`config.mk`:
```
export PLATFORM = sky130hd
export DESIGN_NAME = ball_motion
export DESIGN_NICKNAME = d
export VERILOG_FILES = /design/src/rtl/ball_motion.sv
export SDC_FILE = /design/constraint.sdc
export NUM_CORES = 1
export LEC_CHECK = 0
export ABC_AREA = 1
export ABC_CLOCK_PERIOD_IN_PS = 7500
export BUFFER_PORTS_ARGS = -buffer_cell sky130_fd_sc_hd__buf_4
export CORE_ASPECT_RATIO = 1.2
export CORE_MARGIN = 2
export CORE_UTILIZATION = 30
export DETAILED_ROUTE_END_ITERATION = 7
export SLEW_MARGIN = 20
export SYNTH_ARGS = -nofsm -noshare
export SYNTH_HDL_FRONTEND = slang
export SYNTH_SLANG_ARGS = --single-unit
export TNS_END_PERCENT = 10
```
`constraint.sdc`:
```
create_clock -name i_clk -period 7.5 [get_ports i_clk]
set_clock_uncertainty 0.05 [all_clocks]
set_input_delay 0.75 -clock i_clk [delete_from_list [all_inputs] [get_ports i_clk]]
set_output_delay 0.75 -clock i_clk [all_outputs]
set_load 0.01 [all_outputs]
```
`src/rtl/ball_motion.sv`:
```
// Ball motion integrator: tilt -> velocity -> position per frame.
// Damped wall bounce, freeze on capture, restart to start point.
module ball_motion #(
  parameter int SCREEN_W = 640,
  parameter int SCREEN_H = 480,
  parameter int RADIUS   = 16,
  parameter int START_X  = 32,
  parameter int START_Y  = 32,
  parameter int FRAC     = 4,
  parameter int VMAX     = 6
) (
  input  logic       i_clk,
  input  logic       i_rst_n,
  input  logic       i_frame_tick,
  input  logic       is_game_playing,
  input  logic       i_restart,
  input  logic       i_fall_in,
  input  logic [3:0] i_tilt_x,
  input  logic [3:0] i_tilt_y,
  output logic [9:0] o_bl_x,
  output logic [9:0] o_bl_y,
  output logic       o_pos_valid,
  output logic       o_bounce,
  output logic       o_frozen
);

  localparam int PW = 10 + FRAC;
  localparam int VW = FRAC + 4;

  localparam logic signed [PW+1:0] P_LO =
    (PW+2)'(RADIUS << FRAC);
  localparam logic signed [PW+1:0] P_HX =
    (PW+2)'((SCREEN_W - 1 - RADIUS) << FRAC);
  localparam logic signed [PW+1:0] P_HY =
    (PW+2)'((SCREEN_H - 1 - RADIUS) << FRAC);
  localparam logic signed [VW:0] V_LIM =
    (VW+1)'(VMAX << FRAC);
  localparam logic [PW-1:0] P_SX =
    PW'(START_X << FRAC);
  localparam logic [PW-1:0] P_SY =
    PW'(START_Y << FRAC);

  typedef enum logic [1:0] {
    IDLE,
    RUN,
    FROZEN
  } state_t;

  state_t state;
  logic [1:0] stg;
  logic signed [3:0] tx_q, ty_q;
  logic signed [VW-1:0] vx, vy;
  logic [PW-1:0] px, py;

  logic signed [VW-1:0] nvx, nvy, bvx, bvy;
  logic [PW-1:0] npx, npy;
  logic hx, hy;

  function automatic logic signed [VW-1:0] vel_step(
    input logic signed [VW-1:0] v,
    input logic signed [3:0]    a
  );
    logic signed [VW:0] s;
    logic signed [VW:0] one;
    one = {{VW{1'b0}}, 1'b1};
    s = {v[VW-1], v};
    if (a == 4'sd0) begin
      if (v[VW-1])
        s = s + one;
      else if (|v)
        s = s - one;
    end else begin
      s = s + $signed({{(VW-3){a[3]}}, a});
    end
    if (s > V_LIM)
      s = V_LIM;
    else if (s < -V_LIM)
      s = -V_LIM;
    return s[VW-1:0];
  endfunction

  // Result packs {hit, new position, new velocity}.
  function automatic logic [PW+VW:0] pos_step(
    input logic [PW-1:0]        p,
    input logic signed [VW-1:0] v,
    input logic signed [PW+1:0] hi
  );
    logic signed [PW+1:0] s;
    logic signed [VW-1:0] vh;
    logic lo_hit, hi_hit;
    logic [PW+VW:0] r;
    s = $signed({2'b00, p}) +
        $signed({{(PW+2-VW){v[VW-1]}}, v});
    lo_hit = (s < P_LO);
    hi_hit = (s > hi);
    vh = -(v >>> 1);
    unique case (1'b1)
      lo_hit:  r = {1'b1, P_LO[PW-1:0], vh};
      hi_hit:  r = {1'b1, hi[PW-1:0], vh};
      default: r = {1'b0, s[PW-1:0], v};
    endcase
    return r;
  endfunction

  // Next velocity and clamped next position for both axes.
  always_comb begin
    nvx = vel_step(vx, tx_q);
    nvy = vel_step(vy, ty_q);
    {hx, npx, bvx} = pos_step(px, vx, P_HX);
    {hy, npy, bvy} = pos_step(py, vy, P_HY);
  end

  // Control FSM and the three-step tick/velocity/position pipe.
  always_ff @(posedge i_clk or negedge i_rst_n) begin
    if (!i_rst_n) begin
      state       <= IDLE;
      stg         <= 2'd0;
      tx_q        <= 4'sd0;
      ty_q        <= 4'sd0;
      vx          <= '0;
      vy          <= '0;
      px          <= P_SX;
      py          <= P_SY;
      o_bl_x      <= 10'(START_X);
      o_bl_y      <= 10'(START_Y);
      o_pos_valid <= 1'b0;
      o_bounce    <= 1'b0;
      o_frozen    <= 1'b0;
    end else begin
      o_pos_valid <= 1'b0;
      o_bounce    <= 1'b0;
      if (i_restart) begin
        state    <= is_game_playing ? RUN : IDLE;
        stg      <= 2'd0;
        vx       <= '0;
        vy       <= '0;
        px       <= P_SX;
        py       <= P_SY;
        o_bl_x   <= 10'(START_X);
        o_bl_y   <= 10'(START_Y);
        o_frozen <= 1'b0;
      end else begin
        unique case (state)
          IDLE: begin
            if (is_game_playing)
              state <= RUN;
          end
          RUN: begin
            if (i_fall_in) begin
              state    <= FROZEN;
              stg      <= 2'd0;
              o_frozen <= 1'b1;
            end else if (!is_game_playing) begin
              state <= IDLE;
              stg   <= 2'd0;
            end else begin
              unique case (stg)
                2'd0: begin
                  if (i_frame_tick) begin
                    tx_q <= i_tilt_x;
                    ty_q <= i_tilt_y;
                    stg  <= 2'd1;
                  end
                end
                2'd1: begin
                  vx  <= nvx;
                  vy  <= nvy;
                  stg <= 2'd2;
                end
                2'd2: begin
                  px          <= npx;
                  py          <= npy;
                  vx          <= bvx;
                  vy          <= bvy;
                  o_bl_x      <= npx[PW-1:FRAC];
                  o_bl_y      <= npy[PW-1:FRAC];
                  o_pos_valid <= 1'b1;
                  o_bounce    <= hx | hy;
                  stg         <= 2'd0;
                end
                default: stg <= 2'd0;
              endcase
            end
          end
          FROZEN: begin
            stg <= 2'd0;
          end
          default: state <= IDLE;
        endcase
      end
    end
  end

endmodule

```
==> impl_metrics.csv <==
group,metric,value,unit
status,status,"complete, no violations",
clock_tree,clockBufferDepth,2,
setup_path,cpMostUsedCell,"nand2_1",
setup_path,crit_buf_inv,2,
logic_synthesis,yosysUniqueCellTypes,46,
timing,worst_slew_pin_slew,0.911,ns
die,core_area,23200,um^2
finish,mostFrequentLayoutCells,"nand2_1 (438), inv_1 (138), nand3_1 (109), nor2_1 (91), dfrtp_1 (57)",
finish,drive_gt1_share,10.6,%
worst_hold_path,min_path_type,"in2async",
drt,first_iter_violations,340,
setup_path,path_class,"reg2reg",
finish,fin_cells,1497,
die,dieArea,24800,um^2
drt,drt.antenna.violating_nets,0,
timing,setup_violations,0,
clock_tree,post_cts.repair.setup_buffers,0,
logic_synthesis,synth.avg_cell_area,6.07,um^2
finish,register_area,1480,um^2
finish,antennaDiodeCount,0,
clock_tree,cts_tree,"built",
logic_synthesis,yosys_warnings,0,
placed_design,dp_hpwl,15600,um
clock_tree,clk_latency,0.35,ns
timing,drv_slew,0,
logic_synthesis,netlist_instances,1165,
logic_synthesis,ys.flop_type,"dfrtp_1",
timing,min_period,3.25,ns
setup_path,critPathLaunchType,"register",
logic_synthesis,syn_nets,1239,
setup_path,crit_path_max_fanout,23,
die,start_util,30.5,%
clock_tree,cts.sinks,59,
timing,fin_crit_sh,43.4,%
pwr,ir_drop,0.114,mV
grt,grt_pass1_wl,32300,um
pwr,fin_total_pwr,2.77,mW
setup_path,required,7.68,ns
logic_synthesis,synth-edff-count,0,
die,die_w,144,um
placed_design,port-buffer-count,36,
timing,grt_setup_unrepaired,"false",
grt,grtUsageTotal,16.3,%
grt,grt_overflow,0,
drt,drc,0,
grt,grt_max_degree,60,
logic_synthesis,yosysSeqAreaShare,20.9,%
die,ios,37,
drt,drt_wl_total,19800,um
drt,firstDrtPassIters,5,
clock_tree,clk_pin_slew,0.06,ns
grt,grt_pass1_vias,6845,
setup_path,cp-end-kind,"register",
clock_tree,htreeDepth,3,
placed_design,routabilityCongestion,0.869,
setup_path,worstPathArrival,3.44,ns
pwr,powerDensity,356,nW/um^2
timing,clock.fmax,0.307,GHz
setup_path,crit_path_top_delay_cell,"dfrtp_1",
clock_tree,cts_root_buffer,"clkbuf_16",
drt,viasPerCell,4.81,
finish,syn2layout_area_growth,10.1,%
logic_synthesis,async_flop_share,100,%
logic_synthesis,synth.cell_area,7070,um^2
finish,utilization,33.5,%
job,maxCapViolations,0,
pwr,p_leak,4.40,nW
setup_path,critPathTopFamily,"simple AND/OR/NAND/NOR gates",
placed_design,numPlacedInstances,1481,
setup_path,cp_cell_sequence,"ha_1 -> nand2_1 -> inv_2 -> nand2_1 -> nand2_1 -> a21oi_1 -> nand3_2 -> o21ai_0 -> nand2_1 -> nor2_1 -> nor2_2 -> nand2_2 -> inv_1 -> a22o_1",
setup_path,critical_path.max_stage_delay,0.87,ns
die,die_h,172,um
grt,grt_antenna_before_repair,0,
clock_tree,numCtsBuffers,9,
timing,hold_viol_final,0,
logic_synthesis,synth-seq-cells,59,
clock_tree,cts_hold_buf,0,
clock_tree,cts_resized,0,
finish,nets,1251,
finish,mostFrequentLayoutCell,"nand2_1",
finish,multi_input_area,4790,um^2
finish,fillers,2621,
drt,wl_per_cell,13.2,um
timing,slew_headroom,39.2,%
die,num_rows,61,
timing,setup_tns,0,ns
drt,num_vias,7196,
-- area by class of cell --
| cell class | instances | share of cell area [%] |
|---|---|---|
| clock buffer | 10 | 3.07 |
| clock inverter | 6 | 0.530 |
| inverter | 152 | 7.36 |
| multi-input combinational | 919 | 61.5 |
| sequential | 59 | 19.0 |
| tap | 315 | 5.06 |
| timing repair buffer | 36 | 3.47 |
-- Yosys cell counts (7+ instances only) --
master | count | share of area (%)
xor2_1 | 11 | 1.4
nor3_1 | 12 | 0.85
ha_1 | 56 | 9.9
inv_2 | 12 | 0.64
nand2_1 | 438 | 23
o21ai_0 | 30 | 2.1
nand2_2 | 13 | 1.2
mux2_2 | 8 | 1.3
dfrtp_1 | 57 | 20
nand3_2 | 8 | 1.1
nand4_1 | 21 | 1.9
inv_1 | 138 | 7.3
buf_2 | 7 | 0.50
nor2_1 | 91 | 4.8
a21oi_1 | 42 | 3.0
nor2_2 | 10 | 0.88
buf_4 | 20 | 2.1
nand3_1 | 109 | 7.7
nand3b_1 | 10 | 1.1
o21ai_1 | 13 | 0.92
-- worst paths after layout --
| check | startpoint | end | slack, ns | depth (start not counted) |
|---|---|---|---|---|
| worst max register to register | vy[7]$_DFFE_PN0P_ | py[3]$_DFFE_PN0P_ | 4.25 | 14 |
| worst max-delay path | vy[7]$_DFFE_PN0P_ | py[3]$_DFFE_PN0P_ | 4.25 | 14 |
| min in group i_clk | o_frozen$_DFFE_PN0P_ | o_frozen$_DFFE_PN0P_ | 0.44 | 2 |
| worst min-delay path | i_rst_n | o_bl_x[2]$_DFFE_PN0P_ | 0.42 | 1 |
| worst min register to register | o_frozen$_DFFE_PN0P_ | o_frozen$_DFFE_PN0P_ | 0.44 | 2 |
| max in group asynchronous | i_rst_n | tx_q[1]$_DFFE_PN0P_ | 6.42 | 1 |
-- metrics by stage --
| stage | hold slack (ns) | worst slack, ns | instance area (um^2) |
|---|---|---|---|
| detailed placement | 0.430 | 4.23 | 7500 |
| global route | 0.471 | 3.92 | 7780 |
| CTS | 0.445 | 4.22 | 7780 |
| global placement | 0.427 | 4.25 | 7500 |
| floorplan | 0.403 | 4.90 | 7070 |
| finish | 0.423 | 4.25 | 7780 |
-- power by group --
group,switching [mW],total (mW),internal [mW],leakage [nW]
combinational,1.21,1.84,0.633,3.47
sequential,0.156,0.526,0.370,0.794
clock,0.168,0.400,0.232,0.130
-- per-layer routing --
layer	routed length [um]	vias to the layer above	global-route usage, %
li1	-	3733	-
met1	8620	3330	18.9
met2	10300	113	31.1
met3	571	20	1.77
met4	296	0	5.19
met5	0	-	0
-- worst reg2reg max path, cell delays in order (launching register included) --
cell	delay [ns]
dfrtp_1	0.87
ha_1	0.45
nand2_1	0.13
inv_2	0.04
nand2_1	0.05
nand2_1	0.06
a21oi_1	0.29
nand3_2	0.16
o21ai_0	0.18
nand2_1	0.08
nor2_1	0.13
nor2_2	0.06
nand2_2	0.24
inv_1	0.15
a22o_1	0.19
-- state kept, by name, summed over array words and instances, names as in the netlist --
signal       flops
o_frozen         1
o_bl_y          10
o_pos_valid      1
vx               8
ty_q             4
vy               8
tx_q             4
px               4
state            2
py               4
o_bounce         1
o_bl_x          10
stg              2
-- cells by family after synthesis --
logic type | after synthesis | share of synthesized area (%)
and+or+nand+nor | 726 | 44.6
buffers and inverters | 187 | 11.4
AOI/OAI and AO/OA | 108 | 8.60
adders and majority gates | 60 | 11.0
DFF | 59 | 20.9
xor gates and xnor gates | 17 | 2.21
muxes | 8 | 1.27
Note: power is estimated with default switching activity, not from simulation.
